## config.mk

```make
export PLATFORM = sky130hd
export DESIGN_NAME = ahb_uart_loader_flat
export DESIGN_NICKNAME = d
export VERILOG_FILES = /design/src/rtl/ahb_uart_loader_if.sv /design/src/rtl/ahb_uart_loader.sv /design/src/flat_wrapper.sv
export SDC_FILE = /design/constraint.sdc
export NUM_CORES = 1
export LEC_CHECK = 0
export CAP_MARGIN = 15
export CORE_AREA = 2 2 151 153
export DETAILED_ROUTE_END_ITERATION = 12
export DIE_AREA = 0 0 153 155
export PLACE_DENSITY = 0.64
export SYNTH_ARGS = -nofsm -noshare
export SYNTH_HDL_FRONTEND = slang
export SYNTH_SLANG_ARGS = --single-unit
```

## constraint.sdc

```tcl
create_clock -name HCLK -period 4.15 [get_ports HCLK]
set_clock_uncertainty 0.05 [all_clocks]
set_input_delay 0.83 -clock HCLK [delete_from_list [all_inputs] [get_ports HCLK]]
set_output_delay 0.83 -clock HCLK [all_outputs]
set_load 0.01 [all_outputs]
```

## src/rtl/ahb_uart_loader_if.sv

```systemverilog
// AHB-Lite write-master signal bundle used between ahb_uart_loader and the bus mux.
interface ahb_uart_loader_if;
  logic [31:0] HADDR;
  logic [1:0]  HTRANS;
  logic        HWRITE;
  logic [2:0]  HSIZE;
  logic [31:0] HWDATA;
  logic        HREADY;

  modport master (
    output HADDR, HTRANS, HWRITE, HSIZE, HWDATA,
    input  HREADY
  );

  modport slave (
    input  HADDR, HTRANS, HWRITE, HSIZE, HWDATA,
    output HREADY
  );
endinterface

```

## src/rtl/ahb_uart_loader.sv

```systemverilog
// UART-fed AHB-Lite loader: 8N1 receiver, write-packet parser, single-word write master.
// Define LOADER_CHECKSUM_EN to append and check an 8-bit CSUM byte after the data bytes.
module ahb_uart_loader #(
  parameter int CLKS_PER_BIT = 434
) (
  input  logic              HCLK,
  input  logic              HRESETn,
  input  logic              RX,
  ahb_uart_loader_if.master bus,
  output logic              HOLD,
  output logic              ERR,
  output logic [7:0]        dbg_state
);

  localparam int CW = $clog2(CLKS_PER_BIT);
  localparam logic [CW-1:0] FULL_CNT = CW'(CLKS_PER_BIT - 1);
  localparam logic [CW-1:0] HALF_CNT = CW'(CLKS_PER_BIT / 2 - 1);

  typedef enum logic [1:0] {RX_IDLE, RX_START, RX_DATA, RX_STOP} rx_state_t;
  typedef enum logic [3:0] {
    P_SYNC, P_CMD, P_ADDR0, P_ADDR1, P_ADDR2, P_ADDR3, P_CNT, P_DATA
`ifdef LOADER_CHECKSUM_EN
    , P_CSUM
`endif
  } p_state_t;
  typedef enum logic [1:0] {A_IDLE, A_ADDR, A_DATA} a_state_t;

  rx_state_t rx_st, rx_nxt;
  p_state_t  p_st, p_nxt;
  a_state_t  a_st, a_nxt;

  logic          rx_s1, rx_s2, rx_s3;
  logic [CW-1:0] rx_cnt;
  logic [2:0]    bit_idx;
  logic [7:0]    rx_shift;
  logic          rx_tick, byte_vld, frame_err;

  logic [31:0] addr, req_addr, req_data, xfer_addr, xfer_data;
  logic [23:0] word_buf;
  logic [8:0]  words_left;
  logic [1:0]  byte_idx;
  logic        req_vld, hold, err, drop_pend;
  logic        overrun, last_word;
`ifdef LOADER_CHECKSUM_EN
  logic [7:0]  csum;
`endif

  // ---------------- UART receiver ----------------
  always_comb begin
    rx_nxt  = rx_st;
    rx_tick = (rx_cnt == ((rx_st == RX_START) ? HALF_CNT : FULL_CNT));
    case (rx_st)
      RX_IDLE:  if (rx_s3 && !rx_s2) rx_nxt = RX_START;
      RX_START: if (rx_tick) rx_nxt = rx_s2 ? RX_IDLE : RX_DATA;
      RX_DATA:  if (rx_tick && bit_idx == 3'd7) rx_nxt = RX_STOP;
      RX_STOP:  if (rx_tick) rx_nxt = RX_IDLE;
      default:  rx_nxt = RX_IDLE;
    endcase
  end

  always_ff @(posedge HCLK or negedge HRESETn) begin
    if (!HRESETn) begin
      rx_s1     <= 1'b1;
      rx_s2     <= 1'b1;
      rx_s3     <= 1'b1;
      rx_st     <= RX_IDLE;
      rx_cnt    <= '0;
      bit_idx   <= '0;
      rx_shift  <= '0;
      byte_vld  <= 1'b0;
      frame_err <= 1'b0;
    end else begin
      rx_s1     <= RX;
      rx_s2     <= rx_s1;
      rx_s3     <= rx_s2;
      rx_st     <= rx_nxt;
      rx_cnt    <= (rx_st == RX_IDLE || rx_tick) ? '0 : rx_cnt + 1'b1;
      byte_vld  <= (rx_st == RX_STOP) && rx_tick && rx_s2;
      frame_err <= (rx_st == RX_STOP) && rx_tick && !rx_s2;
      if (rx_st == RX_DATA && rx_tick) begin
        rx_shift <= {rx_s2, rx_shift[7:1]};
        bit_idx  <= bit_idx + 3'd1;
      end else if (rx_st != RX_DATA) begin
        bit_idx <= '0;
      end
    end
  end

  // ---------------- packet parser ----------------
  // Handshake: req_vld is raised by the parser and held until the AHB FSM takes
  // req_addr/req_data in A_IDLE; a word completing while a request is staged or
  // a transfer is in flight is an overrun.
  assign overrun   = req_vld || (a_st != A_IDLE);
  assign last_word = (words_left == 9'd1);

  always_comb begin
    p_nxt = p_st;
    if (frame_err) begin
      p_nxt = P_SYNC;
    end else if (byte_vld) begin
      case (p_st)
        P_SYNC:  if (rx_shift == 8'hA5) p_nxt = P_CMD;
        P_CMD:   p_nxt = (rx_shift == 8'h01) ? P_ADDR0 : P_SYNC;
        P_ADDR0: p_nxt = P_ADDR1;
        P_ADDR1: p_nxt = P_ADDR2;
        P_ADDR2: p_nxt = P_ADDR3;
        P_ADDR3: p_nxt = P_CNT;
        P_CNT:   p_nxt = P_DATA;
        P_DATA: begin
          if (byte_idx == 2'd3) begin
            if (overrun) p_nxt = P_SYNC;
`ifdef LOADER_CHECKSUM_EN
            else if (last_word) p_nxt = P_CSUM;
`else
            else if (last_word) p_nxt = P_SYNC;
`endif
          end
        end
        default: p_nxt = P_SYNC;
      endcase
    end
  end

  always_ff @(posedge HCLK or negedge HRESETn) begin
    if (!HRESETn) begin
      p_st       <= P_SYNC;
      addr       <= '0;
      words_left <= '0;
      byte_idx   <= '0;
      word_buf   <= '0;
      req_vld    <= 1'b0;
      req_addr   <= '0;
      req_data   <= '0;
      hold       <= 1'b0;
      err        <= 1'b0;
      drop_pend  <= 1'b0;
`ifdef LOADER_CHECKSUM_EN
      csum       <= '0;
`endif
    end else begin
      p_st <= p_nxt;
      if (req_vld && a_st == A_IDLE) req_vld <= 1'b0;
      // HOLD drops once nothing is staged and the last beat is retiring.
      if (drop_pend && !req_vld && (a_st == A_IDLE || (a_st == A_DATA && bus.HREADY))) begin
        hold      <= 1'b0;
        drop_pend <= 1'b0;
      end
      if (frame_err) begin
        err       <= 1'b1;
        drop_pend <= drop_pend | hold;
      end else if (byte_vld) begin
`ifdef LOADER_CHECKSUM_EN
        if (p_st != P_SYNC && p_st != P_CSUM) csum <= csum + rx_shift;
`endif
        case (p_st)
          P_SYNC: if (rx_shift == 8'hA5) err <= 1'b0;
          P_CMD: begin
            if (rx_shift == 8'h01) begin
              hold      <= 1'b1;
              drop_pend <= 1'b0;
`ifdef LOADER_CHECKSUM_EN
              csum      <= 8'h01;
`endif
            end else begin
              err <= 1'b1;
            end
          end
          P_ADDR0: addr[7:0]   <= {rx_shift[7:2], 2'b00};
          P_ADDR1: addr[15:8]  <= rx_shift;
          P_ADDR2: addr[23:16] <= rx_shift;
          P_ADDR3: addr[31:24] <= rx_shift;
          P_CNT: begin
            words_left <= (rx_shift == 8'h00) ? 9'd256 : {1'b0, rx_shift};
            byte_idx   <= 2'd0;
          end
          P_DATA: begin
            byte_idx <= byte_idx + 2'd1;
            if (byte_idx != 2'd3) begin
              word_buf[{byte_idx, 3'b000} +: 8] <= rx_shift;
            end else if (overrun) begin
              err       <= 1'b1;
              drop_pend <= 1'b1;
            end else begin
              req_vld    <= 1'b1;
              req_addr   <= addr;
              req_data   <= {rx_shift, word_buf};
              addr       <= addr + 32'd4;
              words_left <= words_left - 9'd1;
`ifndef LOADER_CHECKSUM_EN
              if (last_word) drop_pend <= 1'b1;
`endif
            end
          end
`ifdef LOADER_CHECKSUM_EN
          P_CSUM: begin
            if (rx_shift != csum) err <= 1'b1;
            if (!req_vld && a_st == A_IDLE) hold <= 1'b0;
            else drop_pend <= 1'b1;
          end
`endif
          default: ;
        endcase
      end
    end
  end

  // ---------------- AHB-Lite write master ----------------
  always_comb begin
    a_nxt = a_st;
    case (a_st)
      A_IDLE:  if (req_vld) a_nxt = A_ADDR;
      A_ADDR:  if (bus.HREADY) a_nxt = A_DATA;
      A_DATA:  if (bus.HREADY) a_nxt = A_IDLE;
      default: a_nxt = A_IDLE;
    endcase
  end

  always_ff @(posedge HCLK or negedge HRESETn) begin
    if (!HRESETn) begin
      a_st      <= A_IDLE;
      xfer_addr <= '0;
      xfer_data <= '0;
    end else begin
      a_st <= a_nxt;
      if (a_st == A_IDLE && req_vld) begin
        xfer_addr <= req_addr;
        xfer_data <= req_data;
      end
    end
  end

  assign bus.HADDR  = xfer_addr;
  assign bus.HTRANS = (a_st == A_ADDR) ? 2'b10 : 2'b00;
  assign bus.HWRITE = (a_st == A_ADDR);
  assign bus.HSIZE  = 3'b010;
  assign bus.HWDATA = xfer_data;
  assign HOLD       = hold;
  assign ERR        = err;
  assign dbg_state  = {rx_st, p_st, a_st};

endmodule

```

## src/flat_wrapper.sv

```systemverilog
// flat-port wrapper written by rule: the top's interface ports become plain ports
module ahb_uart_loader_flat 
#(
  parameter int CLKS_PER_BIT = 434
)
  (HCLK, HRESETn, RX, HOLD, ERR, dbg_state, bus_HADDR, bus_HTRANS, bus_HWRITE, bus_HSIZE, bus_HWDATA, bus_HREADY);
  ahb_uart_loader_if bus_i ();
  input  logic HCLK;
  input  logic HRESETn;
  input  logic RX;
  output logic HOLD;
  output logic ERR;
  output logic [7:0] dbg_state;
  output wire logic [$bits(bus_i.HADDR)-1:0] bus_HADDR;
  output wire logic [$bits(bus_i.HTRANS)-1:0] bus_HTRANS;
  output wire logic [$bits(bus_i.HWRITE)-1:0] bus_HWRITE;
  output wire logic [$bits(bus_i.HSIZE)-1:0] bus_HSIZE;
  output wire logic [$bits(bus_i.HWDATA)-1:0] bus_HWDATA;
  input wire logic [$bits(bus_i.HREADY)-1:0] bus_HREADY;
  assign bus_HADDR = bus_i.HADDR;
  assign bus_HTRANS = bus_i.HTRANS;
  assign bus_HWRITE = bus_i.HWRITE;
  assign bus_HSIZE = bus_i.HSIZE;
  assign bus_HWDATA = bus_i.HWDATA;
  assign bus_i.HREADY = bus_HREADY;
  ahb_uart_loader #(.CLKS_PER_BIT(CLKS_PER_BIT)) u_core (.HCLK(HCLK), .HRESETn(HRESETn), .RX(RX), .bus(bus_i), .HOLD(HOLD), .ERR(ERR), .dbg_state(dbg_state));
endmodule
```

---- Word level (Yosys, flattened, before mapping) ----
Index checks and enable logic that the tools add are counted.
W data, S select, Z words.
storage, ports and cells
  flip-flop bits (word level) ............. 232
  input bits .............................. 4
  output and inout port bits .............. 80
  word-level logic and storage cells ...... 174
operators by class
  $add $sub $neg .......................... 6
  equality and inequality tests ........... 35
  shifts and indexed selects .............. 2
  mux-type cells .......................... 61
  bitwise gates (word level) .............. 4
  reductions and logical operators ........ 40
operator list
  cell                      number
  $mux W32                  2
  $pmux W8 S2               4
  $mux W9                   5
  $add A32 B3 Y32 const B   1
  $pmux W4 S8               1
  $reduce_and A5 Y1         6
  $bwmux W24                1
  $mux W1                   24
  $mux W4                   6
  $shift A8 B7 Y24 const A  1
  $shiftx A8 B7 Y24         1
  $mux W2                   10
  $pmux W9 S2               1
  $eq A4 B3 Y1 const B      4
  $reduce_bool A2 Y1        8
  $ne A2 B1 Y1 const B      6
  $reduce_and A4 Y1         3
  $logic_and A1 B1 Y1       10
  $ne A2 B2 Y1 const B      5
  $add A9 B1 Y9 const B     1
  $eq A9 B1 Y1 const B      1
  $eq A9 B9 Y1              1
  $ne A3 B1 Y1 const B      3
  $sub A9 B1 Y9 const B     1
  other kinds (28)          42

---- Depth between registers and ports, before layout ----
  depth after elaboration ................. 11
  gate-level depth with buffers ........... 9
  mapped depth without buffers ............ 7

---- Worst setup path before layout ----
No wires, ideal clock.
  path type ............................... register -> register
  from .................................... register u_core.a_st[1]
  to ...................................... register u_core.addr[23]
  setup time .............................. 87 ps
  arrival ................................. 2012 ps
  required time ........................... 4013 ps
  setup slack ............................. 2001 ps
  cell stages (with the launch flop) ...... 9
  path buffers ............................ 2
  clock period less this slack ............ 2149 ps
  cell sequence ........................... dfrtp_1 nor2_1 ha_1 clkbuf_1 nand4_1 a21oi_1 buf_2 o21ai_0 a22oi_1
between the ends
  longest elaborated chain between the ends .. 4
RTL lines
  item                         line                    source
  start: declaration           ahb_uart_loader.sv:30   a_state_t a_st, a_nxt;
  start signal: assignment     ahb_uart_loader.sv:224  a_st <= a_nxt;
  $reduce_bool A2 Y1           ahb_uart_loader.sv:93   assign overrun = req_vld || (a_st != A_IDLE);
  $logic_or A1 B1 Y1           ahb_uart_loader.sv:93
  $ne A2 B2 Y1 (no line)       --
  $reduce_and A5 Y1 (no line)  --
  end signal: assignment       ahb_uart_loader.sv:170  P_ADDR2: addr[23:16] <= rx_shift;
  end signal: assignment       ahb_uart_loader.sv:187  addr <= addr + 32'd4;
  end: declaration             ahb_uart_loader.sv:38   logic [31:0] addr, req_addr, req_data, xfer_addr, xfer_data;
Every way passes these cells.
A chain may end at the register's enable or synchronous reset.

---- Worst setup path in the final report ----
  from .................................... register u_core.p_st[2]
  to ...................................... output dbg_state[4]
RTL lines
  item                      line                    source
  start: declaration        ahb_uart_loader.sv:29   p_state_t p_st, p_nxt;
  start signal: assignment  ahb_uart_loader.sv:141  p_st <= p_nxt;
  end: declaration          flat_wrapper.sv:13      output logic [7:0] dbg_state;
No word-level cell between the ends.

==> flow_metrics.tcl <==
set metrics [dict create \
    final_cell_mix "dfrtp_1 (222), mux2_2 (131), nand2_1 (83)" \
    timing.critical_path.slowest_stage_cell "dfrtp_1" \
    crit_path_max_fanout 17 \
    setup_violations 0 \
    startpoint_type "register" \
    clk_transition_reported_paths_ns 0.06 \
    cts_made_buffers 24 \
    initial_antenna_violation_count 0 \
    hold_path_class "in2async" \
    critical_path_class "reg2out" \
    placement.io_buffers 76 \
    maxCapViolations 0 \
    leakage_nw 5.38 \
    critPathCaptureType "output pin" \
    cts.hold.buffers_added 0 \
    avgRoutedWirePerCell_um 17.1 \
    synth_async_sr_flop_share_pct 100 \
    ioPinCount 84 \
    seq_area_frac_synth_pct 56.1 \
    mostFrequentLayoutCell "dfrtp_1" \
    synth_largest_type_area_fraction_pct 55.3 \
    met3RoutedLength_mm 1.17 \
    dp_hpwl_mm 13.4 \
    die_width_um 153 \
    netlist_instances 872 \
    timing.max_slew.rel_slack_pct 34.2 \
    fp.dieArea_mm2 0.0237 \
    worstPathRequired_ns 3.27 \
    pre_cts_ws_ns 1.57 \
    floorplan.die.height_um 155 \
    cts_tree "done" \
    rsz_0062_raised_after_global_routing "no" \
    grt_max_degree 102 \
    design.final.nets 948 \
    drive_gt1_share_pct 20.5 \
    grt_first_pass_wirelength_mm 35.5 \
    fp.coreArea_mm2 0.0222 \
    syn-cell-area_mm2 0.0100 \
    critPathBufInv 1 \
    worst-endpoint-arrival_ns 1.91 \
    initial_drc_count 456 \
    ff2ff_setup_slack_ns 1.54 \
    routed_via_density 5.50 \
    setup_ws_ns 1.36 \
    pwr_per_cell_area_mw_per_mm2 398 \
    gp_congestion 0.815 \
    grt_pass1_vias 6485 \
    initial_utilization_pct 45.2 \
    first_pass_iters 5 \
    post_cts_resized 0 \
    max_clock_freq_mhz 359 \
    cell_depth_of_the_worst_flop_to_flop_path 7 \
    timing.final.hold_violations 0 \
    timing_worst_slew_pin_value_ns 0.985 \
    yosys_warnings 0 \
    area_growth_syn_to_layout_pct 17.9 \
    tns_ns 0 \
    period_minus_slack_ns 2.79 \
    routed_wirelength_mm 21.0 \
    max-vdd-ir-drop_uv 213 \
    insertion_delay_ns 0.51 \
    worstReg2RegStart "u_core.a_st[0]$_DFFE_PN0P_" \
    reg2reg_to "u_core.addr[13]$_DFFE_PN0P_" \
    final_max_slew_viol_count 0 \
    syn_area_per_cell_um2 11.5 \
    netlist_top_cells_area "dfrtp_1 (55%), mux2_2 (15%), nand2_1 (3.1%)" \
    clk_path_buf_depth 3 \
    routed-via-count 6769 \
    critical-path-top-delay-family "flip-flops" \
    cpPeakStageDelay_ns 0.71 \
    wl_met2_mm 9.18 \
    drt-met1-wl_mm 10.4 \
    detail_route.drc_violations 0 \
    groute.usage.overall_pct 18.0 \
    numClockSinks 225 \
    yosys_register_bits 225 \
    run_status "complete, no violations" \
    synth_cell_types 63 \
    number_of_routed_nets_with_antenna_violations 0 \
    synthFlopType "dfrtp_1" \
    floorplan_row_count 55 \
    htree_num_levels 1 \
    synth_edf_count 0 \
    dr.max_layer_used "met4" \
    synth_area_leader_cell "dfrtp_1" \
    antennaDiodeCount 0 \
    final_min_period_over_clock_period_pct 67.2 \
    timing.critical_path.cells "clkdlybuf4s50_1" \
    postCtsSetupBuffers 0 \
    global_route.overflow_total 0 \
    cts_root_buffer "clkbuf_16" \
]
## metal layers
layer,vias up,global-route usage (%)
met5,-,0
met4,0,4.50
met3,25,3.12
met2,167,26.6
met1,3337,27.8
li1,3240,-
## sequential cells by signal (all words and copies together), names as in the netlist
signal,cells
u_core.byte_idx,2
u_core.req_data,32
u_core.addr,30
u_core.rx_s1,1
u_core.rx_cnt,9
u_core.bit_idx,3
u_core.word_buf,24
u_core.a_st,2
u_core.byte_vld,1
u_core.drop_pend,1
u_core.bus.HWDATA,32
u_core.HOLD,1
u_core.req_vld,1
u_core.rx_st,2
u_core.frame_err,1
u_core.rx_s2,1
u_core.words_left,9
u_core.bus.HADDR,30
u_core.rx_s3,1
u_core.rx_shift,8
u_core.req_addr,30
u_core.ERR,1
u_core.p_st,3
## worst max path at each step
| stage | from | endpoint | slack, ns | cells past startpoint |
|---|---|---|---|---|
| 2_1_floorplan | u_core.a_st[1]$_DFFE_PN0P_ | u_core.addr[23]$_DFFE_PN0P_ | 2.00 | 8 |
| 3_3_place_gp | u_core.a_st[1]$_DFFE_PN0P_ | u_core.addr[13]$_DFFE_PN0P_ | 1.70 | 7 |
| 3_5_place_dp | u_core.a_st[0]$_DFFE_PN0P_ | u_core.addr[13]$_DFFE_PN0P_ | 1.57 | 7 |
| 4_1_cts | u_core.p_st[2]$_DFFE_PN0P_ | dbg_state[4] | 1.35 | 1 |
| 5_1_grt | u_core.p_st[2]$_DFFE_PN0P_ | dbg_state[4] | 1.26 | 1 |
| 6_report | u_core.p_st[2]$_DFFE_PN0P_ | dbg_state[4] | 1.36 | 1 |
## where the power goes
part           total (mW)  internal [mW]  switching [mW]
combinational       0.248          0.106           0.142
clock                2.17           1.32           0.842
sequential           2.30           2.24          0.0571
total                4.71           3.67            1.04
## layout make-up
type                       count  area (um^2)
multi-input combinational    582         4130
timing repair buffer          85          871
clock buffer                  35          723
fill                        1941        10400
inverter                      12         45.0
tap                          285          357
clock inverter                 6         82.6
sequential                   225         5630
## cell families (layout without fill, tap and decap cells)
group | after synthesis | count (layout) | synth area share, %
adders and majority gates | 14 | 14 | 1.74
other | 2 | 7 | 0.0747
AOI/OAI and AO/OA | 150 | 150 | 10.0
xor gates and xnor gates | 10 | 10 | 0.872
buffers and inverters | 70 | 138 | 3.09
and+or+nand+nor | 265 | 265 | 12.9
muxes | 136 | 136 | 15.2
DFF | 225 | 225 | 56.1
## synthesized netlist by cell type (3+ instances only)
master and n:
o22a_1 17, inv_1 12, a41oi_1 6, clkbuf_1 33, or3_1 3, a31oi_1 14, buf_2 13, a21oi_1 27
xnor2_1 3, nor3_1 15, and3_1 15, nor2_1 63, nand4_1 8, nand2_1 83, o22ai_1 5, ha_1 14
dfrtp_1 222, mux2i_1 5, mux2_2 131, buf_1 3, and4_1 8, nand2b_1 9, buf_4 8, nand3b_1 3
dfstp_2 3, a311oi_1 4, nand3_1 27, xor2_1 7, nor4_1 7, a21o_1 5, nor3b_1 5, o31ai_1 3
a211oi_1 8, o21ai_0 40, and2_1 7
## through the flow
stage	hold slack (ns)	total power [mW]	utilization, %	area [um^2]	cells
after global routing	0.307	4.90	53.3	11800	1230
after CTS	0.306	4.76	53.3	11800	1230
after global placement	0.296	2.58	49.7	11000	1189
after floorplan	0.295	2.47	-	10100	877
final	0.286	4.71	53.3	11800	1230
after detailed placement	0.297	2.59	49.7	11000	1189
(Power assumes the default switching activity.)
